**config.mk**
```make
export PLATFORM = sky130hd
export DESIGN_NAME = hostbus_wb_master
export DESIGN_NICKNAME = d
export VERILOG_FILES = /design/src/rtl/hostbus_wb_master.sv
export SDC_FILE = /design/constraint.sdc
export NUM_CORES = 1
export LEC_CHECK = 0
export CAP_MARGIN = 10
export CORE_MARGIN = 2
export CORE_UTILIZATION = 30
export CTS_BUF_LIST = sky130_fd_sc_hd__clkbuf_2 sky130_fd_sc_hd__clkbuf_4 sky130_fd_sc_hd__clkbuf_8
export DETAILED_ROUTE_END_ITERATION = 10
export PLACE_DENSITY = 0.63
export SLEW_MARGIN = 15
export SYNTH_ARGS = -nofsm -noshare
export SYNTH_HDL_FRONTEND = slang
export SYNTH_SLANG_ARGS = --single-unit
```
**constraint.sdc**
```tcl
create_clock -name clk -period 3.6 [get_ports clk]
set_clock_uncertainty 0.2 [all_clocks]
set_input_delay 0.54 -clock clk [delete_from_list [all_inputs] [get_ports clk]]
set_output_delay 0.54 -clock clk [all_outputs]
set_load 0.02 [all_outputs]
```
**src/rtl/hostbus_wb_master.sv**
```systemverilog
// hostbus_wb_master: turns asynchronous host-bus read/write strobes into one
// fixed-latency Wishbone master access each on the global glob_* bus.
module hostbus_wb_master #(
    parameter int DATA_WIDTH  = 16,
    parameter int ADDR_WIDTH  = 16,
    parameter int WAIT_CYCLES = 1
) (
    input  logic                  clk,
    input  logic                  rst,
    input  logic                  hb_cs_n,
    input  logic                  hb_rd_n,
    input  logic                  hb_wr_n,
    input  logic [ADDR_WIDTH-1:0] hb_addr,
    input  logic [DATA_WIDTH-1:0] hb_wdata,
    output logic [DATA_WIDTH-1:0] hb_rdata,
    output logic                  hb_data_oe,
    output logic                  hb_rdy,
    output logic                  hb_err,
    output logic                  glob_cycle,
    output logic                  glob_strobe,
    output logic                  glob_write,
    output logic                  glob_ack,
    output logic [ADDR_WIDTH-1:0] glob_addr,
    output logic [DATA_WIDTH-1:0] glob_wrData,
    input  logic [DATA_WIDTH-1:0] glob_rdData
);

    localparam logic [1:0] ST_IDLE   = 2'd0;
    localparam logic [1:0] ST_ACCESS = 2'd1;
    localparam logic [1:0] ST_DONE   = 2'd2;

    localparam logic [3:0] WAIT_LOAD = 4'(WAIT_CYCLES);

    logic [1:0]            r_cs_sync;
    logic [1:0]            r_rd_sync;
    logic [1:0]            r_wr_sync;
    logic                  r_req_rd_d;
    logic                  r_req_wr_d;
    logic                  r_req_bad_d;
    logic [1:0]            r_state;
    logic [3:0]            r_wait;
    logic                  r_write;
    logic [ADDR_WIDTH-1:0] r_addr;
    logic [DATA_WIDTH-1:0] r_wdata;
    logic [DATA_WIDTH-1:0] r_rdata;
    logic                  r_err;

    logic                  w_cs;
    logic                  w_rd;
    logic                  w_wr;
    logic                  w_req_rd;
    logic                  w_req_wr;
    logic                  w_req_bad;
    logic                  w_req_none;
    logic                  w_start;
    logic                  w_bad_edge;
    logic                  w_access;
    logic                  w_done;
    logic                  w_last;

    // Two-flop synchronisers; bit 0 is the metastability stage, bit 1 is used.
    always_ff @(posedge clk or posedge rst) begin
        if (rst) begin
            r_cs_sync <= '0;
            r_rd_sync <= '0;
            r_wr_sync <= '0;
        end else begin
            r_cs_sync <= {r_cs_sync[0], hb_cs_n};
            r_rd_sync <= {r_rd_sync[0], hb_rd_n};
            r_wr_sync <= {r_wr_sync[0], hb_wr_n};
        end
    end

    assign w_cs       = ~r_cs_sync[1];
    assign w_rd       = ~r_rd_sync[1];
    assign w_wr       = ~r_wr_sync[1];
    assign w_req_rd   = w_cs & w_rd & ~w_wr;
    assign w_req_wr   = w_cs & w_wr & ~w_rd;
    assign w_req_bad  = w_cs & w_rd & w_wr;
    assign w_req_none = ~(w_req_rd | w_req_wr | w_req_bad);

    // Previous-request flags reset high: the all-zero synchroniser state right
    // after reset decodes as a bad request and must not count as a fresh edge.
    always_ff @(posedge clk or posedge rst) begin
        if (rst) begin
            r_req_rd_d  <= 1'b1;
            r_req_wr_d  <= 1'b1;
            r_req_bad_d <= 1'b1;
        end else begin
            r_req_rd_d  <= w_req_rd;
            r_req_wr_d  <= w_req_wr;
            r_req_bad_d <= w_req_bad;
        end
    end

    assign w_start    = (w_req_rd & ~r_req_rd_d) | (w_req_wr & ~r_req_wr_d);
    assign w_bad_edge = w_req_bad & ~r_req_bad_d;
    assign w_access   = (r_state == ST_ACCESS);
    assign w_done     = (r_state == ST_DONE);
    assign w_last     = w_access & (r_wait == 4'd0);

    always_ff @(posedge clk or posedge rst) begin
        if (rst) begin
            r_state <= ST_IDLE;
            r_wait  <= '0;
        end else begin
            case (r_state)
                ST_IDLE: begin
                    if (w_start) begin
                        r_state <= ST_ACCESS;
                        r_wait  <= WAIT_LOAD;
                    end
                end
                ST_ACCESS: begin
                    if (w_last) begin
                        r_state <= ST_DONE;
                    end else begin
                        r_wait <= r_wait - 4'd1;
                    end
                end
                ST_DONE: begin
                    if (w_req_none) begin
                        r_state <= ST_IDLE;
                    end
                end
                default: begin
                    r_state <= ST_IDLE;
                end
            endcase
        end
    end

    always_ff @(posedge clk or posedge rst) begin
        if (rst) begin
            r_write <= 1'b0;
            r_addr  <= '0;
            r_wdata <= '0;
        end else if ((r_state == ST_IDLE) && w_start) begin
            r_write <= w_req_wr;
            r_addr  <= hb_addr;
            r_wdata <= hb_wdata;
        end
    end

    // Read data is taken at the edge that ends the acked cycle, so it is
    // already valid in the first DONE cycle.
    always_ff @(posedge clk or posedge rst) begin
        if (rst) begin
            r_rdata <= '0;
        end else if (w_last && !r_write) begin
            r_rdata <= glob_rdData;
        end
    end

    always_ff @(posedge clk or posedge rst) begin
        if (rst) begin
            r_err <= 1'b0;
        end else if ((r_state == ST_IDLE) && !w_start && w_bad_edge) begin
            r_err <= 1'b1;
        end
    end

    assign glob_cycle  = w_access;
    assign glob_strobe = w_access;
    assign glob_write  = w_access & r_write;
    assign glob_ack    = w_last;
    assign glob_addr   = w_access ? r_addr : '0;
    assign glob_wrData = (w_access && r_write) ? r_wdata : '0;

    assign hb_rdata    = r_rdata;
    assign hb_data_oe  = w_done & w_req_rd;
    assign hb_rdy      = ~w_access;
    assign hb_err      = r_err;

endmodule

```
# Word-level counts from Yosys, hierarchy flattened
# Index checks and enable logic that the tools add are counted.
[op_classes]
n_addsub = 1
n_eq_ne = 6
muxes = 9
bitwise = 21
reduce_logical = 12
[op_table]
columns = ["cell", "count"]
rows = [
  ["two-way mux 16 bit", 2],
  ["bitwise AND 1 bit", 11],
  ["two-way mux 4 bit", 2],
  ["case mux 4 bit (2 select lines)", 1],
  ["inverter 1 bit", 7],
  ["two-way mux 2 bit", 3],
  ["!= test 2 bit, second input constant", 3],
  ["case mux 2 bit (3 select lines)", 1],
  ["AND reduction 3 bit", 2],
  ["logical AND 1 bit", 5],
  ["logical NOT 4 bit", 1],
  ["subtractor 4 x 1 -> 4 bit, second input constant", 1],
  ["bitwise OR 1 bit", 3],
  ["equality test 2 x 1 -> 1 bit, second input constant", 1],
  ["equality test 2 bit, second input constant", 1],
  ["logical NOT 1 bit", 2],
  ["logical NOT 2 bit", 1],
  ["!= test 2 x 1 -> 1 bit, second input constant", 1],
  ["nonzero test 2 bit", 1],
]
[word_totals]
ff_bits = 65
inputBits = 53
out_inout_bits = 55
word_cells = 62

# Depth between registers and ports, before layout
# Gate-level depths: netlist of run 1.
[depth]
depth_word = 8
ltp_mapped = 7
mapped_depth_nobuf = 6

# Worst setup path before layout of run 1
# Ideal clock, no wire load.
[synth_timing]
path_kind = "reg-to-output"
start = "reg r_state[0]"
end = "out glob_addr[10]"
arrival_time_ns = 1.325
required_ns = 2.860
slack_ns = 1.535
path_stages_with_launch = 5
n_path_buf = 1
path_cell_list = "dfrtp_1 -> inv_2 -> nor2_4 -> clkbuf_1 -> and2_1"
[synth_between]
elab_chain_len = 2
[synth_lines]
columns = ["element", "line_no", "rtl"]
rows = [
  ["start, declared", "40", "logic [1:0] r_state;"],
  ["start signal, assigned", "104", "r_state <= ST_IDLE;"],
  ["start signal, assigned", "110", "r_state <= ST_ACCESS;"],
  ["start signal, assigned", "116", "r_state <= ST_DONE;"],
  ["equality test 2 x 1 -> 1 bit", "98", "assign w_access = (r_state == ST_ACCESS);"],
  ["net glob_cycle", "19", "output logic glob_cycle,"],
  ["two-way mux 16 bit", "167", "assign glob_addr = w_access ? r_addr : '0;"],
  ["end, declared", "23", "output logic [ADDR_WIDTH-1:0] glob_addr,"],
]
# The timed path passes the listed nets, and every way through them passes these cells.

# Worst setup path in the final report of run 1
[layout_timing]
start = "reg r_state[0]"
end = "out glob_wrData[0]"
[layout_between]
elab_chain_len = 3
[layout_lines]
columns = ["element", "line_no", "rtl"]
rows = [
  ["equality test 2 x 1 -> 1 bit", "98", ""],
  ["logical AND 1 bit", "168", "assign glob_wrData = (w_access && r_write) ? r_wdata : '0;"],
  ["two-way mux 16 bit", "168", ""],
  ["end, declared", "24", "output logic [DATA_WIDTH-1:0] glob_wrData,"],
]
# No other way between the ends.

==> results of run 1 <==
[worst min path at each step]
stage	endpoint	slack [ns]	cells after the start
final	r_cs_sync[1]	0.15	0
after global routing	r_cs_sync[1]	0.17	0
after global placement	r_cs_sync[1]	0.14	0
after CTS	r_cs_sync[1]	0.15	0
after detailed placement	r_wr_sync[1]	0.13	0
after floorplan	r_cs_sync[1]	0.13	0
[flip-flops by register name, indices dropped and copies added, names as in the netlist]
register / count
hb_rdata: 16
r_addr: 16
r_wdata: 16
r_wait: 4
r_cs_sync: 2
r_rd_sync: 2
r_state: 2
r_wr_sync: 2
hb_err: 1
r_req_bad_d: 1
r_req_rd_d: 1
r_req_wr_d: 1
r_write: 1
[synthesized netlist by cell type (2+ instances only)]
master    number
a21oi_1        2
nor3b_1        4
dfstp_2        3
dfrtp_1       62
ha_1           2
nand2_1        2
clkbuf_1       4
nand3_1        2
inv_1          3
mux2_4        38
buf_6          4
mux2_2        11
nor3_1         6
and3_1        17
nor2_4         2
and2_1        17
[per-layer routing]
metal / track usage / up-vias
met5: 0 / -
met4: 0.0308 / 0
met3: 0.0684 / 6
met2: 0.224 / 69
met1: 0.155 / 967
li1: - / 921
[area by class of cell]
cell class                 instances  area [um2]
clock inverter                     4        50.0
inverter                           5        21.3
tap                              129         161
fill                             899        5010
clock buffer                      12         165
sequential                        65        1630
multi-input combinational        120        1190
timing repair buffer             111        1100
[metrics by stage]
step                      power [mW]  std cells  hold WS (ns)  instance area, um2
final                           3.51        446         0.152                4320
after global placement          2.86        430         0.136                4100
after global routing            3.75        446         0.169                4320
after CTS                       3.58        446         0.154                4320
after floorplan                 2.25        199         0.131                2900
after detailed placement        2.89        430         0.135                4100
[kinds of logic after synthesis]
kind of cell / Yosys count / synth area share
adder cells (fa/ha/maj): 2 / 0.00863
AND/OR/NAND/NOR: 56 / 0.126
buffers and inverters: 14 / 0.0307
flip-flops: 65 / 0.563
AO/OA/AOI/OAI: 13 / 0.0328
multiplexers: 49 / 0.240
[layout by cell type, fill, tap and decap left out, types with 2 or more instances in the layout]
cell and instances:
nor3b_1 4, a21oi_1 2, ha_1 2, nand3_1 2, inv_2 2, buf_4 4
and2_1 17, clkbuf_8 12, inv_1 2, nand2_1 2, dfrtp_1 62, mux2_2 11
dfstp_2 3, clkinvlp_4 2, mux2_4 38, nor2_4 2, nor3_1 6, clkdlybuf4s50_1 107
and3_1 17
[power by group]
part | total, mW | leakage (nW) | switching [mW] | internal, mW
registers | 1.25 | 0.759 | 0.203 | 1.05
logic | 1.61 | 1.09 | 0.684 | 0.923
clock network | 0.656 | 0.105 | 0.281 | 0.375
total | 3.51 | 1.95 | 1.17 | 2.34
==> results.md, run 1 <==
- Crit path depth: 5
- Worst Setup End Kind: output port
- Via count: between 1500 and 2000
- Tcrit/Tclk final: 0.809
- Starting density of the core: 0.311
- Root buffer cell: clkbuf_8
- WL met3: ~580 um
- Reg clk slew, reported paths: about 0.070 ns
- DRC: 0
- Synth top area share: 0.535
- # port buffers: roughly 110
- DR pass1 iterations: 6
- Detailed Route WL: ~6.4 mm
- Arr. time, crit path: about 2.2 ns
- Vias in the first global route: approximately 2300
- Synth warn: 0
- Final WS setup: 0.688 ns
- Yosys top cell by area: dfrtp_1
- Reg2reg path depth: 4
- Yosys cell types: 36
- Critical path destination: glob_wrData[0]
- Worst EP required: ~2.9 ns
- Worst Max-Slew Pin Slew: just over 0.7 ns
- VDD IR max: roughly 0.33 mV
- Worst path slowest cell: clkdlybuf4s50_1
- Setup TNS: 0 ns
- Antenna violations before repair: 0
- Final setup violating endpoints: 0
- Post-synth EDFFs: 0
- Post-DR vias/cell: between 4 and 5
- Clk_lat worst skew: 0.33 ns
- Status: complete, no violations
- CP top delay family: buffers and inverters
- Cts-stage hold buffer count: 0
- Gpl congestion: between 0.7 and 0.8
- Inserted Clock Buffers: 9
- Tot GR Track Use: 0.134
- Leakage: 1.95 nW
- R2r startpoint: r_wr_sync[1]
- Ant diodes: 0
- Die height: 102 um
- Mean Syn Cell Area: ~15 um2
- Final slew viol count: 0
- Yosys reg bits: between 60 and 70
- Min Tclk post-route: between 2 and 3 ns
- CP max FO: 27
- 1st-iter DRT viols: 40
- CP startpoint: r_state[0]
- Worst R2R End: r_wdata[8]
- CTS tree: yes
- Layout cell share with drive strength beyond 1: 0.262
- Routed wire per std cell: 14.5 um
- Worst path bufs/invs: 3
- Final hold vios: 0
- Fin util: 0.463
- First-pass GRT wire length: approximately 11 mm
- DP HPWL: between 4 and 5 mm
- Max Root-Sink Buffers: 2
- Antenna viol nets, final: 0
- Largest cells by area after synthesis: dfrtp_1 54%, mux2_4 20%, mux2_2 4.3%, and2_1 3.7%, and3_1 3.7%
- Largest net degree at the start of global routing: 35
- GRT overflow: 0
- Synth Net Count: ~250
- Nets: 367
- Slew margin rel.: 0.516
- DR top layer: met4
- Io pins: between 100 and 150
- Post-CTS Setup Bufs: 0
- Die width: ~100 um
- Rows: 35
- Kind of critical path: flop to output port
- Wl on met1: ~2.7 mm
- Worst hold start: r_cs_sync[0]
- Resize count post-CTS: 0
- Biggest cell delay along the critical path: roughly 0.6 ns
- Unrepaired setup endpoints after global routing: false
- Fmax: around 340 MHz
- Top_reg_cell synth: dfrtp_1
- Area Overhead vs Synth: 48.9%
- Post-Synthesis Cells: ~200
- Worst slack, placed: 1.01 ns
- Worst min-delay path category: flop to flop
- Core area: 0.00933 mm2
- Sequential area share after synthesis: 0.563
- Clk sink count: 65
- Die ar.: approximately 0.010 mm2
- Mapped Area: between 0.002 and 0.003 mm2
- Crit-path cells: inv_2 -> nor2_4 -> buf_4 -> and3_1 -> clkdlybuf4s50_1
- WL met2: approximately 3.1 mm
- Power Density: around 810 mW/mm2
- Critical Path Start Type: flop
- Reg2Reg Setup Slack: about 1.2 ns
- Max_cap viols: 0
- Asr flop ratio synth: 1.00
- CTS H-tree depth: 3
(Power assumes the default switching activity.)
==> run 2, diff against run 1 <==
- PLACE_DENSITY: 0.63 -> 0.65
- clock period: 3.6 -> 2.65 ns (I/O delays scaled with it)
==> run 2 against run 1 <==
Sequential power grew 36%. Core utilization is 0.71 points higher. Combinational power increased by 37%. Sequential cell count unchanged. Worst hold slack lost 0.0026 ns. Setup slack lost 0.58 ns. Total power increased by 36%. Cell area is 1.5% higher. Non-clock buffer count unchanged. Clock-buffer cell count up 1. Sequential share of layout area down 0.54 points. Critical path type unchanged. Largest power group unchanged.
==> results.md, run 2 (synthesis results as in run 1) <==
- Status: complete, no violations (unchanged)
- Commonest non-fill, non-tap cell in the layout: clkdlybuf4s50_1 (unchanged)
- Min Tclk post-route: around 2.5 ns
- Worst min-delay path category: flop to flop (unchanged)
- VDD IR max: 0.479 mV (was 0.327 mV)
- Fin util: 0.470 (was 0.463)
- Fmax: roughly 390 MHz
- Fillcell total: 859 (was 899)
- Net Sw Frac: 0.330 (was 0.332)
- Finished Cell Area: 0.00438 mm2 (was 0.00432 mm2)
- Arr. time, crit path: 1.95 ns (was 2.17 ns)
- Tcrit/Tclk final: 0.960
- Clk sink count: 65 (unchanged)
- Inserted Clock Buffers: 9 (unchanged)
- Reg2reg path depth: 4 (unchanged)
- # port buffers: 107 (unchanged)
- Clock network power share: 0.182 (was 0.187)
- Nets: 367 (unchanged)
- Slew margin rel.: 0.570 (was 0.516)
- Layout cell share with drive strength beyond 1: 0.265 (was 0.262)
- DP HPWL: 4.39 mm (was 4.63 mm)
- Setup TNS: 0 ns (unchanged)
- Routed wire per std cell: 14.1 um (was 14.5 um)
- GRT Max-Usage Layer: met2 (unchanged)
- Area Overhead vs Synth: 51.2% (was 48.9%)
- Gpl congestion: 0.724 (was 0.719)
- Reg2Reg Setup Slack: 0.48 ns (was 1.19 ns)
- Die height: 102 um (unchanged)
- Vias in the first global route: 2101 (was 2250)
- Detailed Route WL: 6.27 mm (was 6.45 mm)
- Worst Setup End Kind: output port (unchanged)
- Max_cap viols: 0 (unchanged)
- Cts-stage hold buffer count: 0 (unchanged)
- Sequential power share: 0.356 (about the same)
- Largest net degree at the start of global routing: 66 (was 35)
- Final hold vios: 0 (unchanged)
- Worst hold stages: 0 (unchanged)
- First-pass GRT wire length: 10.0 mm (was 10.8 mm)
- Final setup violating endpoints: 0 (unchanged)
- Starting density of the core: 0.311 (unchanged)
- Met1 global-route usage: 0.150 (was 0.155)
- Reg clk slew, reported paths: 0.07 ns (about the same)
- Rows: 35 (unchanged)
- Die ar.: 0.0105 mm2 (unchanged)
- Total power: 4.76 mW (was 3.51 mW)
- Unrepaired setup endpoints after global routing: false (unchanged)
- DR pass1 iterations: 4 (was 6)
- Clk_lat worst skew: 0.33 ns (about the same)
- Root buffer cell: clkbuf_8 (unchanged)
- Io pins: 108 (unchanged)
- Via count: 1972 (was 1963)
- Post-DR vias/cell: 4.42 (was 4.40)
- Power Density: 1090 mW/mm2 (was 814 mW/mm2)
- Critical Path Start Type: flop (unchanged)
- Met2 GRT Util: 0.201 (was 0.224)
- DP Area: 0.00413 mm2 (was 0.00410 mm2)
- Max Root-Sink Buffers: 2 (unchanged)
- GRT met3 Usage: 0.0472 (was 0.0684)
- Sw Pwr: 1.57 mW (was 1.17 mW)
- Final slew viol count: 0 (unchanged)
- Antenna violations before repair: 0 (unchanged)
- Combinational share of power: 0.462 (was 0.458)
- Tot GR Track Use: 0.125 (was 0.134)
- Ant diodes: 0 (unchanged)
- Core area: 0.00933 mm2 (unchanged)
- P_int: 3.19 mW (was 2.34 mW)
- CTS tree: yes (unchanged)
- DRC: 0 (unchanged)
- Kind of critical path: flop to output port (unchanged)
- Worst Max-Slew Pin Slew: 0.643 ns (was 0.726 ns)
- Worst EP required: 2.05 ns (was 2.86 ns)
- Post-CTS Setup Bufs: 0 (unchanged)
- CP max FO: 23 (was 27)
- Die width: 102 um (unchanged)
- Commonest cells after routing, fill and taps aside: 86 x clkdlybuf4s50_1, 61 x dfrtp_1, 38 x mux2_4 (was 107 x clkdlybuf4s50_1, 62 x dfrtp_1, 38 x mux2_4)
- Antenna viol nets, final: 0 (unchanged)
- 1st-iter DRT viols: 61 (was 40)
- Leakage: 2.32 nW (was 1.95 nW)
- GRT overflow: 0 (unchanged)
- CTS H-tree depth: 3 (unchanged)
## run 2: final cells by class
class | count | area, um2 | area share
sequential | 65 | 1630 | 0.372
multi-input combinational | 120 | 1190 | 0.271
timing repair buffer | 111 | 1170 | 0.268
clock buffer | 13 | 166 | 0.0380
tap | 129 | 161 | 0.0368
clock inverter | 3 | 40.0 | 0.00914
inverter | 5 | 21.3 | 0.00485
## run 2: through the flow
stage,cells,hold slack (ns),setup slack [ns]
global placement,430,0.137,0.388
floorplan,199,0.131,0.431
detailed placement,430,0.136,0.349
CTS,446,0.153,0.00357
finish,446,0.149,0.106
global route,446,0.167,0.00218
## run 2: power groups by stage
stage | registers (mW) | clock network [mW] | logic (mW)
6_report | 1.70 | 0.865 | 2.20
5_1_grt | 1.77 | 0.934 | 2.36
4_1_cts | 1.69 | 0.892 | 2.25
3_5_place_dp | 1.70 | 0 | 2.24
3_3_place_gp | 1.70 | 0 | 2.21
2_1_floorplan | 1.78 | 0 | 1.27
## run 2: repair_timing
| item | 4_1_cts | 5_1_grt |
|---|---|---|
| setup endpoints to repair | 13 | 32 |
| pin swaps | 0 | 0 |
| resized for setup | 3 | 20 |
## run 2: final timing paths
kind	startpoint	endpoint
setup reg to reg	r_wr_sync[1]	r_wdata[6]
max in group asynchronous	rst	r_req_wr_d
hold / removal	r_wr_sync[0]	r_wr_sync[1]
setup / recovery	r_state[1]	glob_addr[9]
min in group asynchronous	rst	r_wdata[10]
hold reg to reg	r_wr_sync[0]	r_wr_sync[1]
## run 2: layer usage
metal | wire (um) | vias up
met4 | 84 | 0
met2 | 3050 | 71
met1 | 2640 | 973
li1 | - | 920
met3 | 498 | 8
met5 | 0 | -
## run 2: critical path: stages (launching register included)
cell             delay, ns
dfrtp_1               0.48
nor2_4                0.18
buf_6                 0.20
and2_1                0.15
clkdlybuf4s50_1       0.60
